===== config.mk =====
export PLATFORM = sky130hd
export DESIGN_NAME = pixel_writeback_arbiter
export DESIGN_NICKNAME = d
export VERILOG_FILES = /design/src/rtl/pixel_writeback_arbiter_pkg.sv /design/src/rtl/pixel_writeback_arbiter_rr.sv /design/src/rtl/pixel_writeback_arbiter.sv
export SDC_FILE = /design/constraint.sdc
export NUM_CORES = 1
export LEC_CHECK = 0
export ABC_CLOCK_PERIOD_IN_PS = 3500
export BUFFER_PORTS_ARGS = -buffer_cell sky130_fd_sc_hd__buf_4
export CAP_MARGIN = 20
export CORE_AREA = 2 2 191 193
export DETAILED_ROUTE_END_ITERATION = 7
export DIE_AREA = 0 0 193 195
export GPL_TIMING_DRIVEN = 0
export PLACE_DENSITY = 0.5
export SYNTH_ARGS = -nofsm -noshare
export SYNTH_HDL_FRONTEND = slang
export SYNTH_SLANG_ARGS = --single-unit

===== constraint.sdc =====
create_clock -name clk -period 3.5 [get_ports clk]
set_input_delay 0.7 -clock clk [delete_from_list [all_inputs] [get_ports clk]]
set_output_delay 0.7 -clock clk [all_outputs]
set_load 0.1 [all_outputs]

===== src/rtl/pixel_writeback_arbiter_pkg.sv =====
// rtl/pixel_writeback_arbiter_pkg.sv - shared types for the pixel writeback arbiter
package pixel_writeback_arbiter_pkg;

    typedef logic [15:0] pixel_t;

    typedef enum logic [1:0] {
        IDLE,
        SCAN,
        WRITE,
        DONE
    } wb_state_t;

endpackage


===== src/rtl/pixel_writeback_arbiter_rr.sv =====
// rtl/pixel_writeback_arbiter_rr.sv - combinational round-robin pick starting at ptr
module rr_arbiter #(
    parameter int N  = 8,
    parameter int PW = $clog2(N)
) (
    input  logic [N-1:0]  req,
    input  logic [PW-1:0] ptr,
    output logic [PW-1:0] grant_idx,
    output logic          any
);

    function automatic logic [PW-1:0] wrap_idx(input logic [PW-1:0] p, input int k);
        int s;
        s = int'(p) + k;
        if (s >= N) begin
            s = s - N;
        end
        return PW'(s);
    endfunction

    // Walk from farthest to nearest so the candidate closest to ptr wins last.
    always_comb begin
        grant_idx = '0;
        any       = 1'b0;
        for (int k = N - 1; k >= 0; k--) begin
            if (req[wrap_idx(ptr, k)]) begin
                grant_idx = wrap_idx(ptr, k);
                any       = 1'b1;
            end
        end
    end

endmodule


===== src/rtl/pixel_writeback_arbiter.sv =====
// rtl/pixel_writeback_arbiter.sv - drains masked shader pixels round-robin onto one write master
module pixel_writeback_arbiter
    import pixel_writeback_arbiter_pkg::*;
#(
    parameter int NUM_SHADERS    = 8,
    parameter int TIMEOUT_CYCLES = 64
) (
    input  logic                      clk,
    input  logic                      reset,
    input  logic                      flush_start,
    input  logic [NUM_SHADERS-1:0]    flush_mask,
    input  logic [NUM_SHADERS-1:0]    req_valid,
    input  logic [NUM_SHADERS*32-1:0] req_addr,
    input  logic [NUM_SHADERS*16-1:0] req_pixel,
    output logic [NUM_SHADERS-1:0]    req_ready,
    output logic [31:0]               m1_address,
    output logic [15:0]               m1_writedata,
    output logic                      m1_write,
    input  logic                      m1_waitrequest,
    output logic                      busy,
    output logic                      flush_done,
    output logic                      error,
    output logic [31:0]               error_addr
);

    localparam int PW = $clog2(NUM_SHADERS);
    localparam int CW = $clog2(TIMEOUT_CYCLES + 1);

    wb_state_t state, next_state;

    logic [NUM_SHADERS-1:0]         pending, eligible, grant_oh, pending_after;
    logic [NUM_SHADERS-1:0][31:0]   addr_arr;
    logic [NUM_SHADERS-1:0][15:0]   pixel_arr;
    logic [PW-1:0]                  rr_ptr, grant, arb_idx, ptr_after;
    logic                           arb_any, beat_ok, timeout_hit, finish;
    logic [CW-1:0]                  wait_cnt;
    pixel_t                         sel_pixel;

    assign addr_arr  = req_addr;
    assign pixel_arr = req_pixel;
    assign eligible  = pending & req_valid;
    assign sel_pixel = pixel_arr[arb_idx];

    rr_arbiter #(.N(NUM_SHADERS)) u_rr (
        .req       (eligible),
        .ptr       (rr_ptr),
        .grant_idx (arb_idx),
        .any       (arb_any)
    );

    assign grant_oh      = NUM_SHADERS'(1) << grant;
    assign pending_after = pending & ~grant_oh;
    assign ptr_after     = (grant == PW'(NUM_SHADERS - 1)) ? '0 : grant + 1'b1;
    assign beat_ok       = (state == WRITE) && !m1_waitrequest;
    assign timeout_hit   = (state == WRITE) && m1_waitrequest &&
                           (wait_cnt == CW'(TIMEOUT_CYCLES - 1));
    assign finish        = beat_ok || timeout_hit;

    // The abort cycle withdraws the strobe so the stuck slave never sees a completed beat.
    assign m1_write   = (state == WRITE) && !timeout_hit;
    assign req_ready  = finish ? grant_oh : '0;
    assign flush_done = (state == DONE);

    always_comb begin
        next_state = state;
        unique case (state)
            IDLE:    if (flush_start) next_state = (flush_mask == '0) ? DONE : SCAN;
            SCAN:    if (arb_any) next_state = WRITE;
            WRITE:   if (finish) next_state = (pending_after == '0) ? DONE : SCAN;
            DONE:    next_state = IDLE;
            default: next_state = IDLE;
        endcase
    end

    always_ff @(posedge clk or posedge reset) begin
        if (reset) begin
            state <= IDLE;
        end else begin
            state <= next_state;
        end
    end

    always_ff @(posedge clk or posedge reset) begin
        if (reset) begin
            pending      <= '0;
            rr_ptr       <= '0;
            grant        <= '0;
            wait_cnt     <= '0;
            m1_address   <= '0;
            m1_writedata <= '0;
            busy         <= 1'b0;
            error        <= 1'b0;
            error_addr   <= '0;
        end else begin
            unique case (state)
                IDLE: begin
                    if (flush_start) begin
                        pending    <= flush_mask;
                        error      <= 1'b0;
                        error_addr <= '0;
                        busy       <= 1'b1;
                    end
                end
                SCAN: begin
                    if (arb_any) begin
                        grant        <= arb_idx;
                        m1_address   <= addr_arr[arb_idx];
                        m1_writedata <= sel_pixel;
                        wait_cnt     <= '0;
                    end
                end
                WRITE: begin
                    if (finish) begin
                        pending <= pending_after;
                        rr_ptr  <= ptr_after;
                        if (timeout_hit) begin
                            error <= 1'b1;
                            if (!error) begin
                                error_addr <= m1_address;
                            end
                        end
                    end else begin
                        wait_cnt <= wait_cnt + 1'b1;
                    end
                end
                DONE: busy <= 1'b0;
                default: ;
            endcase
        end
    end

endmodule


==> impl_metrics.json <==
{
  "status": "finished with violations",
  "violations": "negative setup slack",
  "die_height_um": 195,
  "fmax_mhz": 283,
  "initial_core_util_pct": 23.8,
  "yosysWarnings": 0,
  "antenna_left": 0,
  "synthMuxAreaShare_pct": 27.2,
  "hold_violations": 0,
  "synth_area_leaders": "dfrtp_1 (31%), mux2i_1 (17%), mux2_2 (6.5%)",
  "dp_hpwl_mm": 39.3,
  "grt_usage_pct": 25.1,
  "yosys.area_share.adder_pct": 1.33,
  "syn-cell-area_sq_um": 8440,
  "start_kind": "flop",
  "die_w_um": 193,
  "async_reset_ff_share_pct": 100,
  "hold_buffers": 0,
  "synth_common_cells": "mux2i_1 (146), dfrtp_1 (105), a211oi_1 (71)",
  "fin_ws_ns": -0.0377,
  "cts.path.max_buffers": 2,
  "grt_setup_unrepaired": "true",
  "synth_area_leader_cell": "dfrtp_1",
  "core_sq_um": 35400,
  "setup_viol": 5,
  "slew_viol_final": 0,
  "synthFlopType": "dfrtp_1",
  "ys_seq_elements": 105,
  "gr-total-overflow": 0,
  "wire_per_inst_um": 26.8,
  "grt_pass1_wl_mm": 66.7,
  "place_congestion": 0.936,
  "cts_made_buffers": 9,
  "synth_cell_types": 59,
  "portBuffers": 495,
  "hp-class": "input pin to async pin",
  "synth_top_family_by_area": "multiplexers",
  "cts.sinks": 105,
  "critPathRequiredTime_ns": 3.74,
  "layout.nets": 1790,
  "grt_pass1_vias": 9623,
  "worstMarginPinSlew_ns": 0.861,
  "critPathCaptureType": "flop",
  "route.detailed.drc": 0,
  "antenna_found_initial": 3,
  "clk_latency_ns": 0.37,
  "route.vias.total": 9361,
  "dieArea_sq_um": 37600,
  "synth-edff-count": 0,
  "rows": 69,
  "max_slew_margin_pct": 42.2,
  "worstPathArrival_ns": 3.78,
  "ios": 496,
  "synth_compound_gate_area_share_pct": 25.4,
  "yosysSeqAreaShare_pct": 31.1,
  "routed_wl_mm": 49.4,
  "syn_inst": 835,
  "min_period_ns": 3.54,
  "area_growth_pct": 71.7,
  "criticalPathCategory": "flop to flop",
  "cts_tree": "done",
  "max_cap_violations": 0,
  "synth.top_cell.area_share_pct": 31.1,
  "vias_per_cell": 5.07,
  "skew_ns": 0.00835,
  "stdcell_count": 1845,
  "first_iter_violations": 454,
  "dp.cells": 1793,
  "period_share_pct": 101,
  "synth_xor_area_share_pct": 0.519,
  "crit_path_max_fanout": 8,
  "syn_avg_cell_area_sq_um": 10.1,
  "yosys.area_share.simple_pct": 9.85,
  "yosysMostFrequentCell": "mux2i_1",
  "drive_above_1_share_pct": 56.8,
  "path_clk_slew_ns": 0.08,
  "root_buffer": "clkbuf_16",
  "grt_max_degree": 55,
  "drtPass1Iterations": 5,
  "synth_fp_nets": 1248,
  "htreeDepth": 3
}
## critical path: stages (launching register included)
cell       delay [ns]
dfrtp_1          0.39
buf_6            0.14
nand3b_1         0.22
and2_1           0.29
mux4_2           0.51
a311oi_1         0.32
a211oi_1         0.12
a221oi_2         0.25
buf_6            0.21
buf_12           0.15
buf_12           0.13
clkbuf_16        0.15
mux2i_4          0.28
mux2_4           0.20
a211oi_2         0.06
## path summary, 6_finish.rpt
check,startpoint,to,slack (ns),depth (start not counted)
setup / recovery,rr_ptr[0],m1_address[31],-0.04,14
hold / removal,reset,m1_address[23],0.39,2
setup reg to reg,rr_ptr[0],m1_address[31],-0.04,14
hold reg to reg,error_addr[10],error_addr[10],0.51,1
max in group asynchronous,reset,m1_address[10],2.43,3
min in group clk,error_addr[10],error_addr[10],0.51,1
## cells by family after synthesis
family / after synthesis
DFF: 105
muxes: 208
and+or+nand+nor: 165
buffers and inverters: 84
AOI/OAI and AO/OA: 259
adders and majority gates: 9
xor gates and xnor gates: 5
## per-layer routing
layer	wire, um	up-vias	track usage, %
met2	26100	345	45.8
met4	1400	0	6.82
li1	-	4314	-
met1	19200	4644	29.6
met3	2670	58	4.82
met5	0	-	0
## cell usage in the layout, fill, tap and decap left out, types with 12 or more instances in the layout
master     instances
nand2_1           48
mux4_2            12
clkbuf_2          12
clkbuf_1          12
buf_4            524
a211oi_1          19
a211oi_2          71
mux2_4            31
nor2_1            25
o2bb2ai_1         46
mux2_2            18
and2_1            48
dfrtp_1          104
o21ai_0           22
clkbuf_16         14
buf_12            14
a22o_1            40
mux2i_1          137
## area by class of cell
cell class              count  area [sq um]
diodes                      3          7.51
plain buffers              67           639
clock buffers              12           256
clock inverters             3          40.0
fillers                  3574         20900
inverters                  16          73.8
multi-input cells         646          6090
flip-flops and latches    105          2630
well taps                 461           577
repair buffers            532          4170
## timing repair
| item | CTS | global route |
|---|---|---|
| pin swaps | 12 | 32 |
| resized for setup | 163 | 92 |
| cloned | 1 | 5 |
| setup buffers | 18 | 11 |
| setup endpoints to repair | 66 | 56 |
## metrics by stage
step | hold slack (ns) | TNS (ns) | instance area (sq um) | util [%] | setup WS [ns]
after CTS | 0.407 | 0 | 13900 | 39.3 | 0.00167
final | 0.388 | -0.0623 | 14500 | 40.9 | -0.0377
after floorplan | 0.476 | -0.408 | 8440 | - | -0.0545
after detailed placement | 0.493 | -63.35 | 12800 | 36.1 | -1.47
after global routing | 0.421 | -2.27 | 14500 | 40.9 | -0.102
after global placement | 0.491 | -244.35 | 12700 | 36.0 | -1.75
## sequential cells by signal, summed over array words and instances (netlist names)
register and cells:
wait_cnt 7, m1_address 32, pending 8, error_addr 32, error 1, rr_ptr 3, m1_writedata 16, grant 3
busy 1, state 2
Power is left out: the tool's default activity adds up to more than one toggle a clock period on the data nets, which glitch-free logic cannot reach.
